<file path="config.mk">
export PLATFORM = sky130hd
export DESIGN_NAME = spi_slave
export DESIGN_NICKNAME = d
export VERILOG_FILES = /design/src/rtl/spi_slave.sv
export SDC_FILE = /design/constraint.sdc
export NUM_CORES = 1
export LEC_CHECK = 0
export ABC_AREA = 1
export BUFFER_PORTS_ARGS = -buffer_cell sky130_fd_sc_hd__buf_2
export CAP_MARGIN = 10
export CORE_ASPECT_RATIO = 1.5
export CORE_MARGIN = 3
export CORE_UTILIZATION = 48
export DETAILED_ROUTE_END_ITERATION = 10
export PLACE_DENSITY = 0.82
export SLEW_MARGIN = 15
export SYNTH_ARGS = -nofsm -noshare
export SYNTH_HDL_FRONTEND = slang
export SYNTH_SLANG_ARGS = --single-unit
export TNS_END_PERCENT = 5
</file>
<file path="constraint.sdc">
create_clock -name clk -period 1.9 [get_ports clk]
set_input_delay 0.285 -clock clk [delete_from_list [all_inputs] [get_ports clk]]
set_output_delay 0.285 -clock clk [all_outputs]
set_load 0.02 [all_outputs]
</file>
<file path="src/rtl/spi_slave.sv">
`default_nettype none
// ============================================================================
// Module  : spi_slave
// Brief   : SPI mode-0 byte slave with CPU register port, clk-domain oversampled.
// Revision: 1.0 - initial release
// ============================================================================
module spi_slave #(
  parameter int SYNC_STAGES = 2
) (
  input  logic        clk,
  input  logic        rst_n,
  input  logic [15:0] spis_datain,
  output logic [15:0] spis_dataout,
  input  logic        spis_wrh_n,
  input  logic        spis_wrl_n,
  input  logic        spis_rdh_n,
  input  logic        sclk,
  input  logic        mosi,
  input  logic        cs_n,
  output logic        miso,
  output logic        miso_oe,
  output logic        irq
);

  typedef enum logic [0:0] {
    ST_IDLE = 1'b0,
    ST_SEL  = 1'b1
  } state_t;

  state_t r_state;
  state_t w_state_nxt;

  logic [SYNC_STAGES-1:0] r_sclk_sync;
  logic [SYNC_STAGES-1:0] r_mosi_sync;
  logic [SYNC_STAGES-1:0] r_cs_sync;
  logic [SYNC_STAGES-1:0] r_sync_vld;
  logic                   r_sclk_d;
  logic                   r_cs_d;
  logic                   r_armed;

  logic [2:0] r_bit_cnt;
  logic [6:0] r_rx_shift;
  logic [7:0] r_tx_shift;
  logic [7:0] r_tx_hold;
  logic       r_tx_valid;
  logic [7:0] r_rx_data;
  logic       r_rx_full;
  logic       r_overrun;
  logic       r_irq_en;
  logic       r_irq;

  logic       w_sclk_s, w_mosi_s, w_cs_s;
  logic       w_sclk_rise, w_sclk_fall, w_cs_rise, w_cs_fall;
  logic       w_sel_entry, w_sel_exit, w_active;
  logic       w_bit_rise, w_bit_fall, w_byte_done, w_tx_load;
  logic [7:0] w_tx_next;
  logic       w_wr_tx, w_wr_ctl, w_rd_ack;
  logic [7:0] w_status;
  logic       w_unused;

  assign w_sclk_s    = r_sclk_sync[SYNC_STAGES-1];
  assign w_mosi_s    = r_mosi_sync[SYNC_STAGES-1];
  assign w_cs_s      = r_cs_sync[SYNC_STAGES-1];
  assign w_sclk_rise = w_sclk_s & ~r_sclk_d;
  assign w_sclk_fall = ~w_sclk_s & r_sclk_d;
  assign w_cs_rise   = w_cs_s & ~r_cs_d;
  assign w_cs_fall   = ~w_cs_s & r_cs_d;

  // Reset values in the cs_n chain are not real pin samples; the slave only
  // arms once it has seen the pin genuinely high after the chain has filled.
  always_ff @(posedge clk or negedge rst_n) begin
    if (!rst_n) begin
      r_sclk_sync <= '0;
      r_mosi_sync <= '0;
      r_cs_sync   <= '1;
      r_sync_vld  <= '0;
      r_sclk_d    <= 1'b0;
      r_cs_d      <= 1'b1;
      r_armed     <= 1'b0;
    end else begin
      r_sclk_sync <= {r_sclk_sync[SYNC_STAGES-2:0], sclk};
      r_mosi_sync <= {r_mosi_sync[SYNC_STAGES-2:0], mosi};
      r_cs_sync   <= {r_cs_sync[SYNC_STAGES-2:0], cs_n};
      r_sync_vld  <= {r_sync_vld[SYNC_STAGES-2:0], 1'b1};
      r_sclk_d    <= w_sclk_s;
      r_cs_d      <= w_cs_s;
      if (r_sync_vld[SYNC_STAGES-1] && w_cs_s)
        r_armed <= 1'b1;
    end
  end

  always_ff @(posedge clk or negedge rst_n) begin
    if (!rst_n) r_state <= ST_IDLE;
    else        r_state <= w_state_nxt;
  end

  always_comb begin
    w_state_nxt = r_state;
    case (r_state)
      ST_IDLE: if (w_cs_fall && r_armed) w_state_nxt = ST_SEL;
      ST_SEL:  if (w_cs_rise)            w_state_nxt = ST_IDLE;
      default: w_state_nxt = ST_IDLE;
    endcase
  end

  assign w_sel_entry = (r_state == ST_IDLE) && (w_state_nxt == ST_SEL);
  assign w_sel_exit  = (r_state == ST_SEL)  && (w_state_nxt == ST_IDLE);
  assign w_active    = (r_state == ST_SEL)  && (w_state_nxt == ST_SEL);
  assign w_bit_rise  = w_active & w_sclk_rise;
  assign w_bit_fall  = w_active & w_sclk_fall;
  assign w_byte_done = w_bit_rise && (r_bit_cnt == 3'd7);
  assign w_tx_load   = w_sel_entry || (w_bit_fall && (r_bit_cnt == 3'd0));
  assign w_tx_next   = r_tx_valid ? r_tx_hold : 8'hFF;
  assign w_wr_tx     = ~spis_wrh_n;
  assign w_wr_ctl    = ~spis_wrl_n;
  assign w_rd_ack    = ~spis_rdh_n;
  assign w_unused    = ^spis_datain[7:2];

  always_ff @(posedge clk or negedge rst_n) begin
    if (!rst_n) begin
      r_bit_cnt  <= 3'd0;
      r_rx_shift <= 7'd0;
      r_tx_shift <= 8'd0;
      r_tx_hold  <= 8'd0;
      r_tx_valid <= 1'b0;
      r_rx_data  <= 8'd0;
      r_rx_full  <= 1'b0;
      r_overrun  <= 1'b0;
      r_irq_en   <= 1'b0;
      r_irq      <= 1'b0;
    end else begin
      if (w_sel_entry || w_sel_exit) begin
        r_bit_cnt  <= 3'd0;
        r_rx_shift <= 7'd0;
      end else if (w_bit_rise) begin
        r_bit_cnt  <= r_bit_cnt + 3'd1;
        r_rx_shift <= {r_rx_shift[5:0], w_mosi_s};
      end

      if (w_tx_load)       r_tx_shift <= w_tx_next;
      else if (w_bit_fall) r_tx_shift <= {r_tx_shift[6:0], 1'b0};

      // A write in the load cycle wins: the loader took the old byte.
      if (w_wr_tx) begin
        r_tx_hold  <= spis_datain[15:8];
        r_tx_valid <= 1'b1;
      end else if (w_tx_load) begin
        r_tx_valid <= 1'b0;
      end

      if (w_wr_ctl) begin
        r_irq_en <= spis_datain[0];
        if (spis_datain[1]) r_overrun <= 1'b0;
      end

      if (w_byte_done) begin
        r_rx_data <= {r_rx_shift, w_mosi_s};
        r_rx_full <= 1'b1;
        if (r_rx_full && !w_rd_ack) r_overrun <= 1'b1;
      end else if (w_rd_ack) begin
        r_rx_full <= 1'b0;
      end

      r_irq <= r_irq_en & (r_rx_full | r_overrun);
    end
  end

  assign w_status = {2'b00, r_irq_en, (r_state == ST_SEL), (r_bit_cnt != 3'd0),
                     r_overrun, ~r_tx_valid, r_rx_full};

  assign spis_dataout = {r_rx_data, w_status};
  assign miso         = (r_state == ST_SEL) ? r_tx_shift[7] : 1'b0;
  assign miso_oe      = (r_state == ST_SEL);
  assign irq          = r_irq;

endmodule
`default_nettype wire

</file>
==> flow_summary.toml, run 1 <==
[outcome]
outcome = "complete, no violations"

[worst_hold_path]
hp-class = "in -> async"

[detailed_routing]
drtIter0Drc = 23
viasPerCell = 5.03
drt_pass1_iterations = 4
drc = 0
wire_per_inst_um = 11.9
detail_route.wirelength_um = 3280
num_vias = 1387
ant_nets = 0

[clock_network]
cts_hold_buf = 0
cts_tree = "built"
ctsLongestPathBuffers = 2
htree_levels = 2
clk_pin_slew_ps = 80
cts_sinks = 51
insertion_delay_ps = 290
numCtsBuffers = 5
ctsRootBufferMaster = "clkbuf_8"

[floorplanning]
die_h_um = 87.7
dieWidth_um = 60.4
core_area_um2 = 4250
die-area_um2 = 5300
rows = 29
io_pins = 43
start_util = 0.503

[place]
gp_congestion = 0.710
dp_hpwl_um = 2320
dpl_cell_area_um2 = 2280
io_buffers = 34

[yosys]
netlist_top_cells_count = "dfrtp_1 (48), nand2_1 (27), nor2_1 (22), inv_1 (16), nand3_1 (13)"
yosysSeqAreaShare = 0.600
synthDominantCellAreaShare = 0.563
syn_area_per_cell_um2 = 10.9
yosysTopAreaCell = "dfrtp_1"
yosysUniqueCellTypes = 26
ys.flop_type = "dfrtp_1"
synth_edf_count = 0
yosys.cell_count.top_type = "dfrtp_1"
ys_ff_latch = 51
ys.warnings.count = 0
synth.area.top_cells = "dfrtp_1 (56%), mux2_2 (4.8%), nand2_1 (4.8%)"
netlist_area_um2 = 2130
ys_async_sr_fraction = 1.00
syn_inst = 196

[global_routing]
grt_use_total = 0.146
grt_start_max_net_pins = 52
grt_pass1_wl_um = 5780
antenna_found_initial = 0
grt-ovfl-total = 0
grt_pass1_vias = 1316

[sta]
tightest_slew_ps = 611
fin_crit_sh = 0.923
final.setup.tns_ps = 0
holdWs_ps = 73.7
slew_viol_final = 0
finalHoldViolations = 0
rsz0062_at_grt = "yes"
period_needed_ps = 1750
fin_skew_ps = 7.41
setup_viol = 0
timing.fmax_mhz = 570
slew_headroom = 0.593

[final_layout]
drive_above_1_share = 0.313
final_util = 0.558
fin_area_um2 = 2370
finalNetCount = 257
area_growth_pct = 11.0
antenna-diode-count = 0
nFillCells = 367

[worst_setup_path]
startpoint_type = "register"
critPathBufInv = 1
worstPathCellList = "nand2_1, inv_1, nand2_4, nand2_1, ha_1, nand2_1, nor2_4, nand2_4, nand2_1, o21ai_2"
slowest_delay_ps = 530
cp-end-kind = "register"
cp_top_family = "simple AND/OR/NAND/NOR gates"
cp_max_fo = 18
crit_top_cell = "nand2_1"
cp.arrival_ps = 1940
critical_path_class = "reg -> reg"
cp_slowest_cell = "dfstp_2"
cp_data_required_time_ps = 2080

[power_and_ir_drop]
p_leak_nw = 1.18
powerDensity_nw_per_um2 = 926
ir_worst_vdd_uv = 738

[run]
cap_violations = 0
[cells in the final DEF (no fill, tap or decap)]
master / count
nor2_2: 1
nor2_4: 1
clkbuf_1: 2
inv_1: 16
nor2_1: 22
clkinv_1: 1
o21a_1: 1
o21ai_0: 8
ha_1: 4
dfrtp_1: 48
nand2_2: 3
nand2_4: 2
nand3b_2: 1
dfstp_2: 3
o21ai_2: 10
buf_2: 34
a21oi_1: 5
a21o_1: 1
nand3b_1: 2
nand3_1: 13
mux2_2: 9
nand2_1: 25
buf_4: 2
conb_1: 3
o22ai_1: 7
clkbuf_8: 5
clkinv_2: 1
[cells by family (layout without fill, tap and decap cells)]
logic type / after synthesis / after routing / synth area share
AND/OR/NAND/NOR: 70 / 70 / 0.151
adder cells (fa/ha/maj): 4 / 4 / 0.0235
AO/OA/AOI/OAI: 32 / 32 / 0.0991
multiplexers: 9 / 9 / 0.0475
buffers and inverters: 28 / 61 / 0.0757
other: 2 / 3 / 0.00352
flip-flops: 51 / 51 / 0.600
[area by class of cell]
class / count / area [um2] / area share
sequential: 51 / 1280 / 0.540
multi-input combinational: 118 / 701 / 0.296
timing repair buffer: 36 / 185 / 0.0782
clock buffer: 7 / 76.3 / 0.0322
inverter: 17 / 63.8 / 0.0269
tap: 46 / 57.6 / 0.0243
clock inverter: 1 / 5.00 / 0.00211
[state kept, by name, summed over array words and instances (netlist names), 2 cells and up]
| signal | count |
|---|---|
| r_tx_shift | 8 |
| r_rx_shift | 7 |
| r_sync_vld | 2 |
| r_rx_data | 8 |
| r_bit_cnt | 3 |
| r_cs_sync | 2 |
| r_tx_hold | 8 |
| r_mosi_sync | 2 |
| r_sclk_sync | 2 |
[power breakdown]
group          switching, W  internal (W)
logic              0.000225      0.000140
registers         0.0000589       0.00120
clock network      0.000313      0.000259
[worst paths after layout]
kind                           startpoint  slack [ps]              to  cells past startpoint
max                                r_cs_d         150    r_rx_data[0]                     10
min                                 rst_n          70    r_tx_hold[7]                      2
max reg2reg                        r_cs_d         150    r_rx_data[0]                     10
min reg2reg                r_mosi_sync[0]         350  r_mosi_sync[1]                      0
max in group asynchronous           rst_n        1400   r_tx_shift[0]                      2
min in group clk                     cs_n          80    r_cs_sync[0]                      1
[layer usage]
metal,share of wire,GRT usage
met1,0.43,0.174
met2,0.51,0.241
met3,0.045,0.0413
met4,0.019,0.0651
met5,0,0
[timing repair]
item | CTS | global route
buffers inserted | 0 | 0
gates resized for setup | 0 | 2
setup endpoints to repair | 0 | 6
[through the flow]
step / worst slack (ps) / power, W / cells
after floorplan: 97.3 / 0.00155 / 197
after global placement: 192 / 0.00163 / 268
after detailed placement: 138 / 0.00165 / 268
after CTS: 65.6 / 0.00223 / 276
after global routing: -13.2 / 0.00234 / 276
final: 147 / 0.00219 / 276
No activity file was read; power rests on OpenSTA's default activity.
==> run 2, diff against run 1 <==
--- a/config.mk
+++ b/config.mk
@@ -8,7 +8,7 @@
 export ABC_AREA = 1
 export BUFFER_PORTS_ARGS = -buffer_cell sky130_fd_sc_hd__buf_2
 export CAP_MARGIN = 10
-export CORE_ASPECT_RATIO = 1.5
+export CORE_ASPECT_RATIO = 0.5
 export CORE_MARGIN = 3
 export CORE_UTILIZATION = 48
 export DETAILED_ROUTE_END_ITERATION = 10
==> run 2 against run 1 <==
Setup slack better by 23 ps; combinational power grew 1%; hold slack better by 5.6 ps; count of clock-buffer cells in the layout unchanged; critical path type unchanged; highest routed layer unchanged.
==> flow_summary.toml, run 2 (same netlist as run 1, synthesis figures left out) <==
[clock_network]
ctsRootBufferMaster = "clkbuf_8"
ctsLongestPathBuffers = 2
cts_sinks = 51
clk_pin_slew_ps = 80
cts_setup_buffers = 0
insertion_delay_ps = 290
cts_hold_buf = 0
numCtsBuffers = 5
cts_tree = "built"
htree_levels = 2

[worst_setup_path]
r2r_slack_ps = 170
cp.arrival_ps = 1940
critical_path_class = "reg -> reg"
timing.rr.end = "r_rx_shift[5]"
reg2reg_from = "r_cs_sync[1]"
cp_data_required_time_ps = 2110
cp_max_fo = 7
startpoint_type = "register"
rr_worst_depth = 7
cp-end-kind = "register"

[final_layout]
drive_above_1_share = 0.309
finalNetCount = 257
mostFrequentLayoutCell = "dfrtp_1"
multi_input_area_um2 = 698
final_cell_mix = "dfrtp_1 (48), buf_2 (34), nand2_1 (26)"
register_area_um2 = 1280
antenna-diode-count = 0
largestRegisters = "r_rx_data: 8 flops, r_tx_hold: 8 flops, r_tx_shift: 8 flops"
instances_no_fill = 284
nFillCells = 370
area_growth_pct = 11.4

[global_routing]
grt_use_total = 0.143
grt_pass1_wl_um = 5860
grt_start_max_net_pins = 52
antenna_found_initial = 0
grt-ovfl-total = 0
grt_pass1_vias = 1313

[sta]
tightest_slew_ps = 631
final.setup.tns_ps = 0
timing.fmax_mhz = 578
finalHoldViolations = 0
fin_skew_ps = 2.30
slew_viol_final = 0
period_needed_ps = 1730
slew_headroom = 0.579
setup_viol = 0
rsz0062_at_grt = "no"
fin_crit_sh = 0.911

[worst_hold_path]
hp-start = "cs_n"
min_to = "r_cs_sync[0]"
holdPathStages = 1
hp-class = "in -> reg"

[floorplanning]
start_util = 0.522
dieWidth_um = 100
io_pins = 43
die_h_um = 53.1
rows = 16
die-area_um2 = 5330
core_area_um2 = 4080

[place]
dp_hpwl_um = 2310
io_buffers = 34
gp_congestion = 0.735
dp_cells = 276

[power_and_ir_drop]
p_int_w = 0.00159
p_leak_nw = 1.18
power_switching_w = 0.000617
switching_share = 0.279
ir_worst_vdd_uv = 422
p_comb_frac = 0.167
pwr-share-clk = 0.264
pwr-share-seq = 0.569
powerDensity_nw_per_um2 = 931

[run]
cap_violations = 0

[detailed_routing]
ant_nets = 0
drc = 0
wire_per_inst_um = 11.7
viasPerCell = 4.93
detail_route.wirelength_um = 3330
drtIter0Drc = 27
drt_pass1_iterations = 4
num_vias = 1400

[outcome]
outcome = "complete, no violations"
## run 2: area by class of cell
class / instances / share of cell area
Sequential cell: 51 / 0.539
Multi-Input combinational cell: 118 / 0.294
Timing Repair Buffer: 36 / 0.0779
Clock buffer: 7 / 0.0321
Tap cell: 54 / 0.0284
Inverter: 17 / 0.0269
Clock inverter: 1 / 0.00211
## run 2: worst max-delay path, stage by stage, from the launching register on
cell,delay [ps]
dfstp_2,570
inv_1,40
o21ai_0,130
nand2_1,90
ha_1,280
inv_1,140
nand2_1,190
o22ai_1,210
## run 2: worst max-delay path by stage
| stage | from | to | slack [ps] |
|---|---|---|---|
| after global placement | r_cs_d | r_rx_data[7] | 230 |
| after detailed placement | r_cs_sync[1] | r_rx_shift[5] | 180 |
| final | r_cs_sync[1] | r_rx_shift[5] | 170 |
| after CTS | r_bit_cnt[0] | spis_dataout[3] | 40 |
| after global routing | r_cs_d | r_rx_shift[5] | 20 |
| after floorplan | miso_oe | r_overrun | 100 |
## run 2: power groups by stage
stage | clock, W | sequential, W | combinational (W)
floorplan | 0 | 0.00127 | 0.000284
global placement | 0 | 0.00127 | 0.000355
detailed placement | 0 | 0.00128 | 0.000372
CTS | 0.000611 | 0.00126 | 0.000373
global route | 0.000667 | 0.00127 | 0.000423
finish | 0.000584 | 0.00126 | 0.000370
## run 2: per-layer routing
metal,GRT usage,part of all wire
met5,0,0
met4,0.0470,0.013
met1,0.181,0.44
met3,0.0447,0.060
met2,0.239,0.49
## run 2: timing repair
item / in CTS / in global routing
resized for setup: 0 / 1
endpoints found under the setup margin: 0 / 1
hold endpoints to repair: 0 / 0
## run 2: through the flow
step	setup slack, ps	hold WS [ps]	instance area (um2)	total power [W]	util
CTS	38.7	68.9	2370	0.00224	0.581
global placement	233	333	2290	0.00163	0.561
finish	170	79.2	2380	0.00221	0.582
global route	23.3	55.5	2380	0.00236	0.582
detailed placement	177	336	2290	0.00165	0.561
floorplan	97.3	-10.6	2140	0.00155	-
